$ cat config.mk
export PLATFORM = sky130hd
export DESIGN_NAME = keypad_scanner
export DESIGN_NICKNAME = d
export VERILOG_FILES = /design/src/rtl/keypad_pkg.sv /design/src/rtl/sync_2ff.sv /design/src/rtl/keypad_scanner.sv
export SDC_FILE = /design/constraint.sdc
export NUM_CORES = 1
export LEC_CHECK = 0
export ABC_AREA = 1
export CORE_AREA = 5 5 129 82
export CTS_CLUSTER_DIAMETER = 80
export DETAILED_ROUTE_END_ITERATION = 8
export DIE_AREA = 0 0 134 87
export PLACE_DENSITY = 0.65
export SYNTH_ARGS = -nofsm -noshare
export SYNTH_HDL_FRONTEND = slang
export SYNTH_SLANG_ARGS = --single-unit
export TNS_END_PERCENT = 5
$ cat constraint.sdc
create_clock -name clk -period 20.8 [get_ports clk]
set_input_delay 4.16 -clock clk [delete_from_list [all_inputs] [get_ports clk]]
set_output_delay 4.16 -clock clk [all_outputs]
set_load 0.05 [all_outputs]
$ cat src/rtl/keypad_pkg.sv
// rtl/keypad_pkg.sv - shared types and constants for the keypad scanner
package keypad_pkg;

   localparam int NUM_ROWS = 4;
   localparam int NUM_COLS = 4;
   localparam int KEY_W    = 4;

   typedef enum logic [1:0] {
      IDLE,
      PRESS_DB,
      HELD,
      REL_DB
   } state_t;

   typedef enum logic [1:0] {
      NONE,
      SINGLE,
      MULTI
   } snap_class_t;

endpackage

$ cat src/rtl/sync_2ff.sv
// rtl/sync_2ff.sv - two-flop synchronizer for asynchronous level inputs
module sync_2ff #(
   parameter int               WIDTH     = 4,
   parameter logic [WIDTH-1:0] RESET_VAL = '0
) (
   input  logic             clk,
   input  logic             rst_n,
   input  logic [WIDTH-1:0] d,
   output logic [WIDTH-1:0] q
);

   logic [WIDTH-1:0] meta;

   // first stage may go metastable; only the second stage is used downstream
   always_ff @(posedge clk) begin
      if (!rst_n) begin
         meta <= RESET_VAL;
         q    <= RESET_VAL;
      end else begin
         meta <= d;
         q    <= meta;
      end
   end

endmodule

$ cat src/rtl/keypad_scanner.sv
// rtl/keypad_scanner.sv - 4x4 matrix keypad scanner with press/release debounce
module keypad_scanner #(
   parameter int SCAN_DIV       = 1024,
   parameter int DEBOUNCE_SCANS = 4
) (
   input  logic       clk,
   input  logic       rst_n,
   input  logic [3:0] row_in,
   output logic [3:0] col_out,
   output logic [3:0] key_code,
   output logic       key_valid,
   output logic       key_held
);

   import keypad_pkg::*;

   localparam int DIV_W    = $clog2(SCAN_DIV);
   localparam int COL_W    = $clog2(NUM_COLS);
   localparam int CNT_W    = $clog2(DEBOUNCE_SCANS + 1);
   localparam int NUM_KEYS = NUM_ROWS * NUM_COLS;
   localparam int BC_W     = $clog2(NUM_KEYS + 1);

   logic [NUM_ROWS-1:0] row_sync;
   logic [DIV_W-1:0]    div_q;
   logic [COL_W-1:0]    col_q;
   logic [COL_W-1:0]    col_next;
   logic                sample_en;
   logic                scan_done;
   logic [NUM_KEYS-1:0] snap_q;
   logic [NUM_KEYS-1:0] snap_eval;
   logic [BC_W-1:0]     bit_cnt;
   logic [KEY_W-1:0]    cls_key;
   snap_class_t         snap_class;
   state_t              state_q, state_d;
   logic [CNT_W-1:0]    n_q, n_d, n_sat;
   logic [KEY_W-1:0]    cand_q, cand_d;
   logic                accept;
   logic                release_done;
   logic [KEY_W-1:0]    key_code_d;
   logic                key_valid_d;
   logic                key_held_d;

   // rows idle high through the pull-ups, so the synchronizer resets to "no key"
   sync_2ff #(
      .WIDTH     (NUM_ROWS),
      .RESET_VAL ({NUM_ROWS{1'b1}})
   ) u_row_sync (
      .clk   (clk),
      .rst_n (rst_n),
      .d     (row_in),
      .q     (row_sync)
   );

   assign sample_en = (div_q == DIV_W'(SCAN_DIV - 1));
   assign scan_done = sample_en && (col_q == COL_W'(NUM_COLS - 1));
   assign col_next  = col_q + COL_W'(1);

   // divider and column counter; column drive is registered so it never glitches
   always_ff @(posedge clk) begin
      if (!rst_n) begin
         div_q   <= '0;
         col_q   <= '0;
         col_out <= 4'b1110;
      end else if (sample_en) begin
         div_q   <= '0;
         col_q   <= col_next;
         col_out <= ~(4'b0001 << col_next);
      end else begin
         div_q   <= div_q + DIV_W'(1);
      end
   end

   // snapshot with the current column merged in, so scan completion sees column 3
   always_comb begin
      snap_eval = snap_q;
      snap_eval[int'(col_q) * NUM_ROWS +: NUM_ROWS] = ~row_sync;
   end

   // keep the per-column samples for the rest of the scan
   always_ff @(posedge clk) begin
      if (!rst_n) begin
         snap_q <= '0;
      end else if (sample_en) begin
         snap_q <= snap_eval;
      end
   end

   // count pressed positions; snapshot bit c*4+r maps to key code r*4+c
   always_comb begin
      bit_cnt = '0;
      cls_key = '0;
      for (int i = 0; i < NUM_KEYS; i++) begin
         if (snap_eval[i]) begin
            bit_cnt = bit_cnt + BC_W'(1);
            cls_key = KEY_W'((i % NUM_ROWS) * NUM_COLS + i / NUM_ROWS);
         end
      end
      if (bit_cnt == BC_W'(0)) begin
         snap_class = NONE;
      end else if (bit_cnt == BC_W'(1)) begin
         snap_class = SINGLE;
      end else begin
         snap_class = MULTI;
      end
   end

   assign n_sat = (n_q == CNT_W'(DEBOUNCE_SCANS)) ? n_q : n_q + CNT_W'(1);

   // debounce state, match counter and candidate key
   always_ff @(posedge clk) begin
      if (!rst_n) begin
         state_q <= IDLE;
         n_q     <= '0;
         cand_q  <= '0;
      end else begin
         state_q <= state_d;
         n_q     <= n_d;
         cand_q  <= cand_d;
      end
   end

   // next-state: only a completed scan can move the debounce machine
   always_comb begin
      state_d      = state_q;
      n_d          = n_q;
      cand_d       = cand_q;
      accept       = 1'b0;
      release_done = 1'b0;
      if (scan_done) begin
         case (state_q)
            IDLE: begin
               if (snap_class == SINGLE) begin
                  cand_d = cls_key;
                  n_d    = CNT_W'(1);
                  if (DEBOUNCE_SCANS == 1) begin
                     accept  = 1'b1;
                     state_d = HELD;
                  end else begin
                     state_d = PRESS_DB;
                  end
               end
            end
            PRESS_DB: begin
               if (snap_class != SINGLE) begin
                  state_d = IDLE;
               end else if (cls_key == cand_q) begin
                  n_d = n_sat;
                  if (n_sat == CNT_W'(DEBOUNCE_SCANS)) begin
                     accept  = 1'b1;
                     state_d = HELD;
                  end
               end else begin
                  cand_d = cls_key;
                  n_d    = CNT_W'(1);
               end
            end
            HELD: begin
               if (snap_class == NONE) begin
                  n_d = CNT_W'(1);
                  if (DEBOUNCE_SCANS == 1) begin
                     release_done = 1'b1;
                     state_d      = IDLE;
                  end else begin
                     state_d = REL_DB;
                  end
               end
            end
            REL_DB: begin
               if (snap_class == NONE) begin
                  n_d = n_sat;
                  if (n_sat == CNT_W'(DEBOUNCE_SCANS)) begin
                     release_done = 1'b1;
                     state_d      = IDLE;
                  end
               end else begin
                  state_d = HELD;
               end
            end
            default: state_d = IDLE;
         endcase
      end
   end

   // output decode: key_code only ever changes on an accept
   always_comb begin
      key_code_d  = accept ? cand_d : key_code;
      key_valid_d = accept;
      if (accept) begin
         key_held_d = 1'b1;
      end else if (release_done) begin
         key_held_d = 1'b0;
      end else begin
         key_held_d = key_held;
      end
   end

   // registered key event outputs
   always_ff @(posedge clk) begin
      if (!rst_n) begin
         key_code  <= '0;
         key_valid <= 1'b0;
         key_held  <= 1'b0;
      end else begin
         key_code  <= key_code_d;
         key_valid <= key_valid_d;
         key_held  <= key_held_d;
      end
   end

endmodule
==> impl_metrics.json <==
{
  "outcome": "finished clean",
  "worst_slew_margin_rel_pct": 31.86,
  "final_cell_mix": "nand2_1 (156), inv_1 (124), nor2_1 (75)",
  "top_level_ports": 16,
  "skew_ns": 0.004082,
  "postPlaceCellArea_sq_mm": 0.004732,
  "power.share.combinational_pct": 11.7,
  "final.min_clock_period_ns": 10.38,
  "cpMaxStageDelayCell": "dfxtp_1",
  "starting_density_of_the_core_pct": 47.49,
  "cts-buffers-inserted": 5,
  "cp.depth": 57,
  "critPathMostFrequentCell": "nand2_1",
  "worst_r2r_path_depth": 57,
  "power.leakage_nw": 2.463,
  "path_class": "reg -> reg",
  "cts_tree": "yes",
  "n_fill_cell": 946,
  "layout_commonest_cell": "nand2_1",
  "cts.sink_count": 55,
  "ctsLongestPathBuffers": 2,
  "switching_share_pct": 25.08,
  "die-area_sq_mm": 0.01166,
  "vias": 4186,
  "post_cts.resized_instances": 0,
  "max_cap_violations": 0,
  "synth_sequential_area_ratio_pct": 24.60,
  "die-height_um": 87,
  "hold_viol": 0,
  "fmaxAchievable_mhz": 96.35,
  "grt_max_degree": 32,
  "setup.reg_to_reg.worst_slack_ns": 10.42,
  "internal_power_mw": 0.1743,
  "row_count": 28,
  "cpPeakStageDelay_ns": 0.55,
  "final.setup.worst_slack_ns": 10.42,
  "global_route_wire_length_before_repair_um": 17350,
  "dpl.hpwl_um": 8032,
  "cts.hold.buffers_added": 0,
  "clk_pin_slew_ns": 0.07,
  "antenna_found_initial": 0,
  "synth_cells": 707,
  "postLayoutCellArea_sq_mm": 0.004907,
  "start_kind": "register",
  "irDropWorstVdd_mv": 0.04366,
  "power.share.clock_pct": 42.3,
  "synth.yosys.warnings": 0,
  "ant_nets": 0,
  "first_pass_iters": 4,
  "clk_root_buffer_cell": "clkbuf_16",
  "port_buffers": 15,
  "drive_above_1_share_pct": 12.93,
  "timing.critical_path.to_type": "register",
  "cp_data_arrival_time_ns": 10.54,
  "holdWs_ns": 0.4147,
  "grt_util_all_layers_pct": 17.58,
  "coreArea_sq_mm": 0.009424,
  "setup_repair_after_global_routing_missed_its_margin": "no",
  "synth.lib_cells_used.distinct": 45,
  "regArea_sq_mm": 0.001101,
  "share_seq_of_total_power_pct": 46.0,
  "timing.hold.worst.class": "reg -> reg",
  "design.final.nets": 747,
  "worst_path_dominant_cell_family": "adder cells",
  "timing.hold.worst_path_depth": 1,
  "ys_seq_elements": 55,
  "finalPower_mw": 0.2327,
  "worstSkewPairLatency_ns": 0.29,
  "synthFlopType": "dfxtp_1",
  "drc": 0,
  "worst_ep_required_time_ns": 20.97,
  "synth_enable_flop_cells": 0,
  "post_cts.repair.setup_buffers": 0,
  "grt.overflow.total": 0,
  "worst_slew_pin_slew_ns": 1.019,
  "drt-vias-per-instance": 4.989,
  "fin_tns_setup_ns": 0,
  "syn_area_per_cell_sq_um": 6.330,
  "power_dens_cells_mw_per_mm2": 47.42,
  "htreeDepth": 2,
  "postSynthNetCount": 736,
  "place_congestion": 0.8361,
  "crit_buf_inv": 9,
  "die_x_um": 134,
  "area_growth_syn_to_layout_pct": 9.645,
  "synth.cell_area_sq_mm": 0.004476,
  "routed_wirelength_um": 9813,
  "power_switching_mw": 0.05835,
  "post_drt_wl_per_cell_um": 11.70,
  "worst_path_max_fanout": 9,
  "synth_async_sr_flop_share_pct": 0,
  "n_antenna_cell": 0,
  "dp_worst_setup_slack_ns": 10.45,
  "finalMaxSlewViolations": 0,
  "layout_worst_path_cycle_share_pct": 49.90,
  "vias_in_the_first_global_route": 3901,
  "initialDrtViolationCount": 160,
  "finalSetupViolCount": 0,
  "multiInputGateArea_sq_mm": 0.002840
}
[cell families (layout without fill, tap and decap cells)]
family	after synthesis	after routing	synth area share, %
compound gates	101	101	13.67
xor+xnor	8	8	1.566
fa+ha+maj	23	23	6.430
buf+inv	141	153	11.94
flops	55	55	24.60
simple gates	379	379	41.79
[area by class of cell]
class	count	share of cell area, %
clock buffers	5	2.550
clock inverters	3	1.020
repair buffers	15	3.060
well taps	120	3.060
multi-input cells	511	57.88
flip-flops and latches	55	22.44
inverters	130	9.995
[state kept, by name (all words and copies together), names as in the netlist]
| signal | cells |
|---|---|
| state_q | 2 |
| n_q | 3 |
| u_row_sync.q | 4 |
| key_code | 4 |
| cand_q | 4 |
| key_valid | 1 |
| u_row_sync.meta | 4 |
| col_q | 2 |
| col_out | 4 |
| key_held | 1 |
| snap_q | 16 |
| div_q | 10 |
[metal layers]
| layer | GRT usage, % | part of all wire [%] | vias up |
|---|---|---|---|
| li1 | - | - | 2261 |
| met1 | 26.67 | 57 | 1855 |
| met2 | 27.07 | 39 | 62 |
| met3 | 2.079 | 3.0 | 8 |
| met4 | 2.988 | 0.63 | 0 |
| met5 | 0 | 0 | - |
[per-stage QoR]
stage / std cells / util, %
after floorplan: 707 / -
after global placement: 831 / 50.21
after detailed placement: 831 / 50.21
after CTS: 839 / 52.07
after global routing: 839 / 52.07
final: 839 / 52.07
[synthesized netlist by cell type (4+ instances only)]
master    instances  share of area (%)
nand2_1         156                 13
nor3_1            5               0.56
o22ai_1           6               0.84
nand3_2          12                2.7
o21ai_1           5               0.56
nand3_1          61                6.8
a21oi_1          36                4.0
or2_2            12                1.7
ha_1             23                6.4
xor2_1            7                1.4
nand2_4           5                1.3
inv_1           124                 10
dfxtp_1          55                 25
clkbuf_1          9               0.75
nor2_1           75                6.3
o21ai_0          31                3.5
a21boi_0          4               0.67
inv_2             5               0.42
nand2_2          34                4.8
[power by group through the flow]
stage | clock, mW | sequential (mW) | combinational (mW)
4_1_cts | 0.101 | 0.107 | 0.0273
3_3_place_gp | 0 | 0.110 | 0.0259
6_report | 0.0984 | 0.107 | 0.0272
3_5_place_dp | 0 | 0.110 | 0.0272
2_1_floorplan | 0 | 0.109 | 0.0216
5_1_grt | 0.105 | 0.107 | 0.0316
[final timing paths]
| check | endpoint | from |
|---|---|---|
| setup / recovery | key_held$_SDFFE_PN0P_ | col_q[0]$_SDFFE_PN0P_ |
| hold reg to reg | u_row_sync.q[3]$_SDFF_PN1_ | u_row_sync.meta[3]$_SDFF_PN1_ |
| hold / removal | u_row_sync.q[3]$_SDFF_PN1_ | u_row_sync.meta[3]$_SDFF_PN1_ |
| setup reg to reg | key_held$_SDFFE_PN0P_ | col_q[0]$_SDFFE_PN0P_ |
(Power assumes the default switching activity.)
